`src/rtl/mux_rr_n.sv`:
```
// rtl/mux_rr_n.sv - N:1 arbitrated registered multiplexer with fixed-priority or round-robin grant
// SEL_W must be wide enough to index N channels.
module mux_rr_n #(
  parameter int N     = 32,
  parameter int WIDTH = 32,
  parameter int SEL_W = 5,
  parameter bit RR    = 1'b1
) (
  input  logic               clock,
  input  logic               reset_n,
  input  logic [N*WIDTH-1:0] in_data,
  input  logic [N-1:0]       in_valid,
  output logic [N-1:0]       in_ready,
  input  logic [N-1:0]       chan_en,
  output logic [WIDTH-1:0]   out_data,
  output logic [SEL_W-1:0]   out_idx,
  output logic               out_valid,
  input  logic               out_ready,
  output logic [31:0]        xfer_cnt
);

  logic [WIDTH-1:0] out_data_q, out_data_d;
  logic [SEL_W-1:0] out_idx_q, out_idx_d;
  logic             out_valid_q, out_valid_d;
  logic [31:0]      xfer_cnt_q, xfer_cnt_d;
  logic [SEL_W-1:0] ptr_q, ptr_d;

  logic [N-1:0]     req;
  logic             load;
  logic             grant_found;
  logic [SEL_W-1:0] grant_idx;
  logic [WIDTH-1:0] grant_data;
  int               cand;

  // Search order starts at ptr for round-robin, at channel 0 for fixed priority.
  always_comb begin : arbiter
    req         = in_valid & chan_en;
    grant_found = 1'b0;
    grant_idx   = '0;
    cand        = 0;
    for (int k = 0; k < N; k++) begin
      if (RR) begin
        cand = int'(ptr_q) + k;
        if (cand >= N) cand = cand - N;
      end else begin
        cand = k;
      end
      if (!grant_found && req[cand[SEL_W-1:0]]) begin
        grant_found = 1'b1;
        grant_idx   = cand[SEL_W-1:0];
      end
    end
  end

  always_comb begin : data_select
    grant_data = '0;
    for (int i = 0; i < N; i++) begin
      if (grant_idx == SEL_W'(i)) grant_data = in_data[i*WIDTH +: WIDTH];
    end
  end

  always_comb begin : next_state
    load        = ~out_valid_q | out_ready;
    out_data_d  = out_data_q;
    out_idx_d   = out_idx_q;
    out_valid_d = out_valid_q;
    xfer_cnt_d  = xfer_cnt_q;
    ptr_d       = ptr_q;
    in_ready    = '0;
    if (load) begin
      if (grant_found) begin
        out_data_d  = grant_data;
        out_idx_d   = grant_idx;
        out_valid_d = 1'b1;
        xfer_cnt_d  = xfer_cnt_q + 32'd1;
        if (RR) begin
          if (grant_idx == SEL_W'(N-1)) ptr_d = '0;
          else                          ptr_d = grant_idx + SEL_W'(1);
        end
      end else begin
        out_valid_d = 1'b0;
      end
    end
    // Handshake is suppressed while reset is held so no word is taken.
    if (reset_n && load && grant_found) in_ready[grant_idx] = 1'b1;
  end

  always_ff @(posedge clock or negedge reset_n) begin
    if (!reset_n) begin
      out_data_q  <= '0;
      out_idx_q   <= '0;
      out_valid_q <= 1'b0;
      xfer_cnt_q  <= '0;
      ptr_q       <= '0;
    end else begin
      out_data_q  <= out_data_d;
      out_idx_q   <= out_idx_d;
      out_valid_q <= out_valid_d;
      xfer_cnt_q  <= xfer_cnt_d;
      ptr_q       <= ptr_d;
    end
  end

  assign out_data  = out_data_q;
  assign out_idx   = out_idx_q;
  assign out_valid = out_valid_q;
  assign xfer_cnt  = xfer_cnt_q;

endmodule

```
`config.mk`:
```
export PLATFORM = sky130hd
export DESIGN_NAME = mux_rr_n
export DESIGN_NICKNAME = d
export VERILOG_FILES = /design/src/rtl/mux_rr_n.sv
export SDC_FILE = /design/constraint.sdc
export NUM_CORES = 1
export LEC_CHECK = 0
export ABC_CLOCK_PERIOD_IN_PS = 10100
export BUFFER_PORTS_ARGS = -buffer_cell sky130_fd_sc_hd__buf_4
export CAP_MARGIN = 10
export CELL_PAD_IN_SITES_DETAIL_PLACEMENT = 1
export CELL_PAD_IN_SITES_GLOBAL_PLACEMENT = 1
export CORE_AREA = 4 4 466 468
export CTS_CLUSTER_SIZE = 25
export DETAILED_ROUTE_END_ITERATION = 8
export DIE_AREA = 0 0 470 472
export GPL_TIMING_DRIVEN = 0
export PLACE_DENSITY = 0.34
export SETUP_SLACK_MARGIN = 0.3
export SYNTH_ARGS = -nofsm -noshare
export SYNTH_HDL_FRONTEND = slang
export SYNTH_SLANG_ARGS = --single-unit
```
`constraint.sdc`:
```
create_clock -name clock -period 10.1 [get_ports clock]
set_input_delay 2.02 -clock clock [delete_from_list [all_inputs] [get_ports clock]]
set_output_delay 2.02 -clock clock [all_outputs]
set_load 0.02 [all_outputs]
```
==> impl_metrics.json <==
{
  "outcome": "finished with violations",
  "failed_checks": "capacitance limit, slew limit",
  "floorplan.rows": 170,
  "max_clock_freq_mhz": 101,
  "highest_layer": "met5",
  "worst_setup_hold_path_clk_slew_ps": 80,
  "start_util": 0.0883,
  "drcViolationCount": 0,
  "synth_commonest_cells": "sky130_fd_sc_hd__nand2_1, sky130_fd_sc_hd__nor2_1, sky130_fd_sc_hd__o21ai_0, sky130_fd_sc_hd__a21oi_1, sky130_fd_sc_hd__clkbuf_1",
  "ys_top_cells_by_area": "sky130_fd_sc_hd__dfrtp_1, sky130_fd_sc_hd__nand2_1, sky130_fd_sc_hd__nor2_1",
  "cts-htree-levels": 3,
  "period_minus_slack_ps": 9920,
  "io_pins": 1193,
  "rr_worst_depth": 33,
  "antenna_found_initial": 132,
  "via_count": 34200,
  "share_of_synthesized_flip_flops_with_an_asynchronous_set_or_reset": 1.00,
  "cts_tree": "done",
  "postSynthRegisterBits": 75,
  "chipWidth_um": 470,
  "timing.max_slew.rel_slack": -0.0620,
  "detail_route.wirelength.met1_mm": 127,
  "finalSetupViolCount": 0,
  "cts_made_buffers": 9,
  "ant_nets": 0,
  "clk_path_buf_depth": 2,
  "finish.net_count": 5262,
  "post_synth_inst_count": 2808,
  "clk_latency_ps": 400,
  "postRouteWirelength_mm": 314,
  "cts-hold-fix-buffers": 0,
  "synthFlopType": "sky130_fd_sc_hd__dfrtp_1",
  "cell_area_after_synthesis_um2": 18800,
  "clkSinkCount": 75,
  "path_max_fanout": 10,
  "multiInputGateArea_um2": 17000,
  "slew_worst_pin_ps": 1590,
  "grt.total_usage": 0.267,
  "synth_most_common_cell": "sky130_fd_sc_hd__nand2_1",
  "synth_edf_count": 0,
  "root_buffer": "sky130_fd_sc_hd__clkbuf_16",
  "wl_met3_mm": 22.5,
  "worst-setup-path-type": "primary input to register",
  "die-height_um": 472,
  "grt-ovfl-total": 0,
  "core_area_um2": 214000,
  "seq_area_um2": 1880,
  "worst_hold_path.num_cells": 1,
  "startpoint_type": "primary input",
  "fraction_of_layout_cells_with_a_size_suffix_above_1": 0.417,
  "avgViaCountPerCell": 4.84,
  "die_area_um2": 222000,
  "final_max_slew_viol_count": 1,
  "syn-mean-instance-area_um2": 6.71,
  "required_ps": 10330,
  "synth_area_leader_cell": "sky130_fd_sc_hd__dfrtp_1",
  "routabilityCongestion": 0.965,
  "place.detailed.hpwl_mm": 278,
  "worst_hold_path_type": "register to register",
  "crit_arrival_ps": 10150,
  "detail_route.iter0.violations": 3528,
  "met2_length_mm": 147,
  "final_hold_viol_count": 0,
  "yosys.cell_types.count": 92,
  "post-route-util": 0.163,
  "grt_first_pass_wirelength_mm": 388,
  "yosys_warnings": 0,
  "setup_repair_after_global_routing_missed_its_margin": "yes",
  "timing.final.crit_share": 0.982,
  "first_global_vias": 33800,
  "port_buffers": 1192,
  "syn_nets": 3918,
  "timing.clock.skew_ps": 16.9,
  "ys_seq_area_frac": 0.0996,
  "grt_start_max_net_pins": 78,
  "max_cap_viol_count": 1,
  "post-synth-top-area-fraction": 0.0996,
  "detail_route.first_pass.iterations": 6,
  "wl_per_cell_um": 44.3,
  "setup.worst_path.end_class": "register",
  "filler_cell_count": 25900,
  "signed_area_change_from_the_synthesized_netlist_to_the_final_layout_pct": 84.9
}
[sequential cells by signal, indices dropped and copies added, names as in the netlist]
name	flops
out_data	32
out_valid	1
ptr_q	5
xfer_cnt	32
out_idx	5
[logic make-up after synthesis]
logic type / synth area share
AO/OA/AOI/OAI: 0.409
XOR/XNOR: 0.0342
adder cells (fa/ha/maj): 0.0126
buffers and inverters: 0.0574
flip-flops: 0.0996
multiplexers: 0.0564
AND/OR/NAND/NOR: 0.331
[timing repair]
action,CTS,global route
pin swaps,47,20
resized for setup,389,51
buffers inserted,80,31
endpoints found under the setup margin,76,53
[area by class of cell]
cell class,count,area share
Timing Repair Buffer,1333,0.292
Sequential cell,75,0.0540
Multi-Input combinational cell,2464,0.487
Clock buffer,9,0.00646
Antenna cell,85,0.00610
Clock inverter,7,0.00197
Inverter,44,0.00578
Buffer,225,0.0441
Tap cell,2838,0.102
[path summary, 6_finish.rpt]
check                                      endpoint  slack, ps                     start
min reg2reg                xfer_cnt[31]$_DFFE_PN0P_        490  xfer_cnt[31]$_DFFE_PN0P_
min                        xfer_cnt[31]$_DFFE_PN0P_        490  xfer_cnt[31]$_DFFE_PN0P_
min in group asynchronous  xfer_cnt[10]$_DFFE_PN0P_       1560                   reset_n
max reg2reg                out_data[20]$_DFFE_PN0P_        240      ptr_q[1]$_DFFE_PN0P_
max in group asynchronous      ptr_q[0]$_DFFE_PN0P_       7820                   reset_n
max                        out_data[20]$_DFFE_PN0P_        180               in_valid[3]
[worst max-delay path, stage by stage]
cell	delay, ps
sky130_fd_sc_hd__buf_4	100
sky130_fd_sc_hd__nand2_1	50
sky130_fd_sc_hd__mux4_2	540
sky130_fd_sc_hd__a22o_4	310
sky130_fd_sc_hd__or3_4	410
sky130_fd_sc_hd__and4_4	250
sky130_fd_sc_hd__nand3_4	160
sky130_fd_sc_hd__clkbuf_16	200
sky130_fd_sc_hd__clkbuf_8	190
sky130_fd_sc_hd__nor4_4	70
sky130_fd_sc_hd__or4_1	540
sky130_fd_sc_hd__or4_1	470
sky130_fd_sc_hd__a21oi_4	210
sky130_fd_sc_hd__o211ai_1	170
sky130_fd_sc_hd__o21ai_4	140
sky130_fd_sc_hd__inv_1	120
sky130_fd_sc_hd__ha_2	210
sky130_fd_sc_hd__clkbuf_16	180
sky130_fd_sc_hd__nor2_1	550
sky130_fd_sc_hd__nor4_1	140
sky130_fd_sc_hd__buf_2	230
sky130_fd_sc_hd__clkbuf_1	430
sky130_fd_sc_hd__a221o_1	410
sky130_fd_sc_hd__a21oi_1	490
sky130_fd_sc_hd__nand3_1	640
sky130_fd_sc_hd__nor3_4	580
sky130_fd_sc_hd__o221ai_1	240
[cell usage in the layout, fill, tap and decap left out, drive strengths merged, types with 75 or more instances in the layout]
master / synthesis / routed
buf: 67 / 1405
nand2: 314 / 314
nor2: 285 / 285
o21ai: 189 / 189
a21oi: 162 / 162
clkbuf: 158 / 162
nand3: 159 / 159
o22ai: 140 / 140
nand4: 121 / 121
nor3: 92 / 92
diode: 0 / 85
a22oi: 82 / 82
dfrtp: 75 / 75
[metal layers]
layer,track usage,vias up
met5,0,-
met4,0.119,44
met3,0.0547,340
met2,0.448,1845
met1,0.330,17900
li1,-,14100
[stage by stage]
stage               hold WS, ps  setup TNS (ps)  area, um^2  setup WS [ps]  cells
floorplan                   582               0       18800            657   2808
global placement            466         -347190       31300          -6490   6838
detailed placement          476         -320170       31800          -5850   6865
finish                      492               0       34900            177   7080
CTS                         493               0       34200           92.0   6961
global route                508               0       34800            135   7043
Power is not shown: default switching activity piles up to over one toggle a cycle in this logic, so the estimate is an artifact.
